`src/rtl/hazard_fwd_ctrl.sv`:
```
// hazard_fwd_ctrl
//
// Forwarding and hazard controller for the execute stage of a 5-stage
// RISC-V pipeline. A shadow pipeline (EX, MEM, WB) follows the destination
// register of every in-flight instruction. From it the block drives the
// selects of the two EX operand muxes and the stall/flush controls that
// gate PC, IF/ID and ID/EX.
//
// Build option: define FWD_EN to enable operand forwarding with a single
// load-use bubble. Without FWD_EN the selects are tied to 0 and the block
// stalls until every used source has left EX and MEM.
//
// Ports:
//   clk, rst                 clock, synchronous active-high reset
//   id_valid_i               ID holds a real instruction
//   id_rs1_i, id_rs2_i       ID source register indices
//   id_use_rs1_i/_rs2_i      ID instruction reads rs1 / rs2
//   id_rd_i                  ID destination register index
//   id_reg_write_i           ID instruction writes rd
//   id_mem_read_i            ID instruction is a load
//   ex_branch_taken_i        branch/jump resolved taken in EX
//   fwd_a_sel_o/fwd_b_sel_o  0 regfile, 1 EX/MEM result, 2 MEM/WB result
//   pc_write_en_o            PC may update
//   ifid_write_en_o          IF/ID may update
//   ifid_flush_o             clear IF/ID
//   idex_flush_o             load a bubble into ID/EX
//   stall_cycles_o           saturating count of cycles with PC held
module hazard_fwd_ctrl #(
    parameter int REG_ADDR_W  = 5,
    parameter int STALL_CNT_W = 16
) (
    input  logic                   clk,
    input  logic                   rst,
    input  logic                   id_valid_i,
    input  logic [REG_ADDR_W-1:0]  id_rs1_i,
    input  logic [REG_ADDR_W-1:0]  id_rs2_i,
    input  logic                   id_use_rs1_i,
    input  logic                   id_use_rs2_i,
    input  logic [REG_ADDR_W-1:0]  id_rd_i,
    input  logic                   id_reg_write_i,
    input  logic                   id_mem_read_i,
    input  logic                   ex_branch_taken_i,
    output logic [1:0]             fwd_a_sel_o,
    output logic [1:0]             fwd_b_sel_o,
    output logic                   pc_write_en_o,
    output logic                   ifid_write_en_o,
    output logic                   ifid_flush_o,
    output logic                   idex_flush_o,
    output logic [STALL_CNT_W-1:0] stall_cycles_o
);

    // Shadow pipeline: _p0 = EX, _p1 = MEM, _p2 = WB
    logic                  vld_p0, vld_p1, vld_p2;
    logic [REG_ADDR_W-1:0] rd_p0, rd_p1, rd_p2;
    logic                  rw_p0, rw_p1, rw_p2;
    logic                  mr_p0, mr_p1, mr_p2;

    logic ex_wr, mem_wr, stall;

    function automatic logic src_hit(input logic use_bit,
                                     input logic [REG_ADDR_W-1:0] rs,
                                     input logic [REG_ADDR_W-1:0] rd);
        return use_bit && (rs == rd);
    endfunction

    function automatic logic [STALL_CNT_W-1:0] sat_inc(input logic [STALL_CNT_W-1:0] v);
        return (v == '1) ? v : v + {{(STALL_CNT_W-1){1'b0}}, 1'b1};
    endfunction

    // x0 is hard-wired zero, so a write to it never creates a dependency
    assign ex_wr  = vld_p0 && rw_p0 && (rd_p0 != '0);
    assign mem_wr = vld_p1 && rw_p1 && (rd_p1 != '0);

`ifdef FWD_EN
    typedef enum logic {IDLE, LU_STALL} state_t;
    state_t state;
    logic   lu_hazard;

    // Only a load still in EX cannot be forwarded in time
    assign lu_hazard = id_valid_i && ex_wr && mr_p0 &&
                       (src_hit(id_use_rs1_i, id_rs1_i, rd_p0) ||
                        src_hit(id_use_rs2_i, id_rs2_i, rd_p0));
    assign stall = (state == IDLE) && lu_hazard && !ex_branch_taken_i;

    // After one bubble the load sits in MEM and is forwarded from MEM/WB
    always_ff @(posedge clk) begin
        if (rst) begin
            state <= IDLE;
        end else if (ex_branch_taken_i) begin
            state <= IDLE;
        end else begin
            case (state)
                IDLE:     if (lu_hazard) state <= LU_STALL;
                LU_STALL: state <= IDLE;
                default:  state <= IDLE;
            endcase
        end
    end

    // EX/MEM result has priority: it is the younger producer
    function automatic logic [1:0] fwd_sel(input logic use_bit,
                                           input logic [REG_ADDR_W-1:0] rs);
        if (use_bit && ex_wr && !mr_p0 && (rs == rd_p0))
            return 2'd1;
        else if (use_bit && mem_wr && (rs == rd_p1))
            return 2'd2;
        else
            return 2'd0;
    endfunction

    // Selects are registered so they line up with the instruction in EX
    always_ff @(posedge clk) begin
        if (rst || idex_flush_o || !id_valid_i) begin
            fwd_a_sel_o <= 2'd0;
            fwd_b_sel_o <= 2'd0;
        end else begin
            fwd_a_sel_o <= fwd_sel(id_use_rs1_i, id_rs1_i);
            fwd_b_sel_o <= fwd_sel(id_use_rs2_i, id_rs2_i);
        end
    end
`else
    // No bypass paths: hold the reader until its producers are past MEM
    assign stall = id_valid_i && !ex_branch_taken_i &&
                   ((ex_wr  && (src_hit(id_use_rs1_i, id_rs1_i, rd_p0) ||
                                src_hit(id_use_rs2_i, id_rs2_i, rd_p0))) ||
                    (mem_wr && (src_hit(id_use_rs1_i, id_rs1_i, rd_p1) ||
                                src_hit(id_use_rs2_i, id_rs2_i, rd_p1))));

    assign fwd_a_sel_o = 2'd0;
    assign fwd_b_sel_o = 2'd0;
`endif

    // A taken branch overrides any stall
    assign pc_write_en_o   = !stall;
    assign ifid_write_en_o = !stall;
    assign ifid_flush_o    = ex_branch_taken_i;
    assign idex_flush_o    = stall || ex_branch_taken_i;

    // ID -> EX -> MEM -> WB
    always_ff @(posedge clk) begin
        if (rst) begin
            vld_p0 <= 1'b0;
            vld_p1 <= 1'b0;
            vld_p2 <= 1'b0;
        end else begin
            vld_p0 <= id_valid_i && !idex_flush_o;
            vld_p1 <= vld_p0;
            vld_p2 <= vld_p1;
        end
    end

    always_ff @(posedge clk) begin
        rd_p0 <= id_rd_i;
        rw_p0 <= id_reg_write_i;
        mr_p0 <= id_mem_read_i;
        rd_p1 <= rd_p0;
        rw_p1 <= rw_p0;
        mr_p1 <= mr_p0;
        rd_p2 <= rd_p1;
        rw_p2 <= rw_p1;
        mr_p2 <= mr_p1;
    end

    // The register file is write-through, so the WB entry never feeds a
    // decision; it is kept so the shadow pipeline mirrors the real one.
    logic unused_shadow;
    assign unused_shadow = ^{vld_p2, rd_p2, rw_p2, mr_p2, mr_p1, mr_p0};

    always_ff @(posedge clk) begin
        if (rst)
            stall_cycles_o <= '0;
        else if (!pc_write_en_o)
            stall_cycles_o <= sat_inc(stall_cycles_o);
    end

endmodule

```
`config.mk`:
```
export PLATFORM = sky130hd
export DESIGN_NAME = hazard_fwd_ctrl
export DESIGN_NICKNAME = d
export VERILOG_FILES = /design/src/rtl/hazard_fwd_ctrl.sv
export SDC_FILE = /design/constraint.sdc
export NUM_CORES = 1
export LEC_CHECK = 0
export BUFFER_PORTS_ARGS = -buffer_cell sky130_fd_sc_hd__buf_2
export CAP_MARGIN = 25
export CORE_MARGIN = 3
export CORE_UTILIZATION = 54
export CTS_CLUSTER_DIAMETER = 80
export DETAILED_ROUTE_END_ITERATION = 12
export HOLD_SLACK_MARGIN = 0.12
export PLACE_DENSITY = 0.86
export SETUP_SLACK_MARGIN = 0.02
export SKIP_CTS_REPAIR_TIMING = 1
export SLEW_MARGIN = 20
export SYNTH_ARGS = -nofsm -noshare
export SYNTH_HDL_FRONTEND = slang
export SYNTH_SLANG_ARGS = --single-unit
export TNS_END_PERCENT = 100
```
`constraint.sdc`:
```
create_clock -name clk -period 4.9 [get_ports clk]
set_input_delay 0.245 -clock clk [delete_from_list [all_inputs] [get_ports clk]]
set_output_delay 0.245 -clock clk [all_outputs]
set_load 0.005 [all_outputs]
```
==> metrics.md <==
| Metric | Value |
|---|---|
| I/O Buffers | `41` |
| Post-DR wirelength/cell | `14.7 um` |
| Top delay family on crit path | `simple AND/OR/NAND/NOR gates` |
| Final WL | `3500 um` |
| Die H | `59.7 um` |
| Clock power share | `33.7%` |
| Final nets | `231` |
| CP endpoint kind | `register` |
| Final slew viol count | `0` |
| Routed vias/inst | `5.73` |
| Fmax | `387 MHz` |
| Starting Density | `59.6%` |
| GPL Wtd Cong | `0.920` |
| Post-detail-place hpwl | `2480 um` |
| Max-slew headroom | `45.5%` |
| Post-synthesis cell count | `162` |
| Final ANT Viol Nets | `0` |
| Layout cell share with drive strength beyond 1 | `32.2%` |
| Vias in the first global route | `1208` |
| Critical Path AT | `2.80 ns` |
| Final hold slack | `0.242 ns` |
| Fin crit period | `2.59 ns` |
| Synthesized area | `1560 sq um` |
| DR DRC count | `0` |
| Clk buf depth | `2` |
| Critical path fanouts, max | `21` |
| Later-pin clock latency in the skew report | `0.32 ns` |
| ANT cells | `0` |
| Leading cell types in the layout, fill and taps excluded | `buf_2 (41), dfxtp_1 (30), xnor2_1 (20)` |
| Max Cap Viol | `0` |
| Final Hold Viols | `0` |
| Yosys reg bits | `30` |
| Initial DRC Count | `39` |
| Slowest cell on crit path | `and3b_1` |
| Commonest non-fill, non-tap cell in the layout | `buf_2` |
| CP max stage delay | `0.76 ns` |
| Switching Fraction | `23.8%` |
| Crit path launch type | `register` |
| Hold Crit Class | `in -> reg` |
| Post-synthesis cell type count | `37` |
| Post-synthesis area per instance | `9.62 sq um` |
| CP Class | `reg -> reg` |
| Peak supply drop | `251 uV` |
| Int Power | `0.342 mW` |
| Clock Root Buffer | `clkbuf_4` |
| Final setup viols | `0` |
| Sequential area share after synthesis | `38.6%` |
| GR Overflow Total | `0` |
| Synth top area cells | `dfxtp_1 (39%), xnor2_1 (11%), a21oi_2 (4.5%)` |
| Final Cycle Share | `52.8%` |
| Lkg Pwr | `0.702 nW` |
| Dominant cell type by area after synthesis | `dfxtp_1` |
| Run status | `complete, no violations` |
| Core area | `2610 sq um` |
| Layout area overhead | `17.4%` |
| GRT Resource Usage Total | `19.6%` |
| Final Util | `70.0%` |
| Yosys warnings | `0` |
| Worst slew pin tran | `0.818 ns` |
| Pwr Density | `246 nW/um^2` |
| Clock transition at path regs | `0.09 ns` |
| Die area | `3570 sq um` |
| Post-synth top area share | `38.6%` |
| Pre-antenna DRT Iters | `4` |
| Buf/Inv on CP | `1` |
| Worst reg2reg setup slack | `2.31 ns` |
| RSZ-0062 raised after global routing | `false` |
| CP required | `5.11 ns` |
| Sequential Power Share | `56.9%` |
| Rows | `18` |
| Sw power | `0.107 mW` |
| Largest net degree at the start of global routing | `28` |
| I/O Pins | `47` |
| # H-tree levels | `2` |
| First-pass GRT wire length | `5290 um` |
| Combinational power share | `9.4%` |
| Initial antenna violation count | `0` |
| TritonCTS Sinks | `30` |
| Die W | `59.7 um` |
| DR vias | `1363` |
| CTS tree | `yes` |
| Number of buffers created by CTS | `5` |
| Crit path cell chain | `ha_1, nand2_1, nor2_1, and3b_1, inv_1, nand3_1, mux2_1` |
| Setup_tns | `0 ns` |
| Worst clock skew | `0.00469 ns` |
-- power groups by stage --
stage / registers [mW] / logic (mW) / clock network [mW]
CTS: 0.256 / 0.0379 / 0.157
finish: 0.256 / 0.0421 / 0.151
floorplan: 0.260 / 0.0258 / 0
global route: 0.257 / 0.0455 / 0.167
detailed placement: 0.261 / 0.0375 / 0
global placement: 0.261 / 0.0360 / 0
-- synthesized netlist by cell type --
cell,n
o22ai_1,2
nand2b_1,2
mux2_1,3
o311a_1,2
and3_1,2
o31ai_1,4
and2_0,1
o31ai_2,4
nand3_1,9
a21oi_1,4
inv_1,1
and3b_1,1
a221oi_1,1
or4_1,8
nor2b_1,6
a32o_2,1
o21ai_1,2
xnor2_1,20
o21ai_2,2
and2_1,1
or3_1,5
buf_4,6
nand2_1,10
conb_1,1
mux2_4,1
ha_1,1
nor2_1,6
inv_4,1
nor4_2,1
nor3_1,1
nand4_1,8
buf_12,2
dfxtp_1,30
buf_2,2
a21oi_2,8
clkbuf_1,2
or2_2,1
-- layer usage --
metal / track usage (%) / vias up / wire length, um
li1: - / 673 / -
met1: 23.9 / 642 / 1470
met2: 32.3 / 42 / 1770
met3: 6.48 / 6 / 211
met4: 6.65 / 0 / 48
met5: 0 / - / 0
-- worst reg2reg max path, delay by kind of cell, from the launching register on --
family | cells | cell delay, ns
DFF | 1 | 0.41
and+or+nand+nor | 4 | 1.30
muxes | 1 | 0.33
buffers and inverters | 1 | 0.20
adders and majority gates | 1 | 0.23
-- worst paths after layout --
kind | start | to | cells past startpoint
worst min register to register | rw_p0$_DFF_P_ | rw_p1$_DFF_P_ | 0
worst max register to register | stall_cycles_o[0]$_SDFFE_PP0P_ | stall_cycles_o[2]$_SDFFE_PP0P_ | 7
worst min-delay path | ex_branch_taken_i | vld_p0$_SDFF_PP0_ | 4
worst max-delay path | stall_cycles_o[0]$_SDFFE_PP0P_ | stall_cycles_o[2]$_SDFFE_PP0P_ | 7
-- cells by family after synthesis --
logic type	Yosys count	share of synthesized area (%)
other cells	1	0.241
simple gates	62	22.7
mux	4	3.13
flops	30	38.6
compound gates	30	16.1
fa+ha+maj	1	0.803
buf+inv	14	7.23
xor+xnor	20	11.2
-- per-stage QoR --
step	area, sq um	std cells	setup WS (ns)	power, mW
detailed placement	1710	224	2.35	0.299
global placement	1710	224	2.48	0.297
CTS	1770	232	2.33	0.451
finish	1830	238	2.31	0.449
floorplan	1570	165	2.84	0.285
global route	1830	238	2.12	0.469
-- sequential cells by signal, indices dropped and copies added (netlist names) --
name,cells
stall_cycles_o,16
rd_p0,5
rd_p1,5
rw_p0,1
rw_p1,1
vld_p0,1
vld_p1,1
-- area by class of cell --
class | instances | area [sq um]
multi-input cells | 121 | 856
fillers | 211 | 783
flip-flops and latches | 30 | 601
repair buffers | 47 | 265
clock buffers | 7 | 55.1
well taps | 30 | 37.5
inverters | 2 | 10.0
clock inverters | 1 | 5.00
Note: power is estimated with default switching activity, not from simulation.
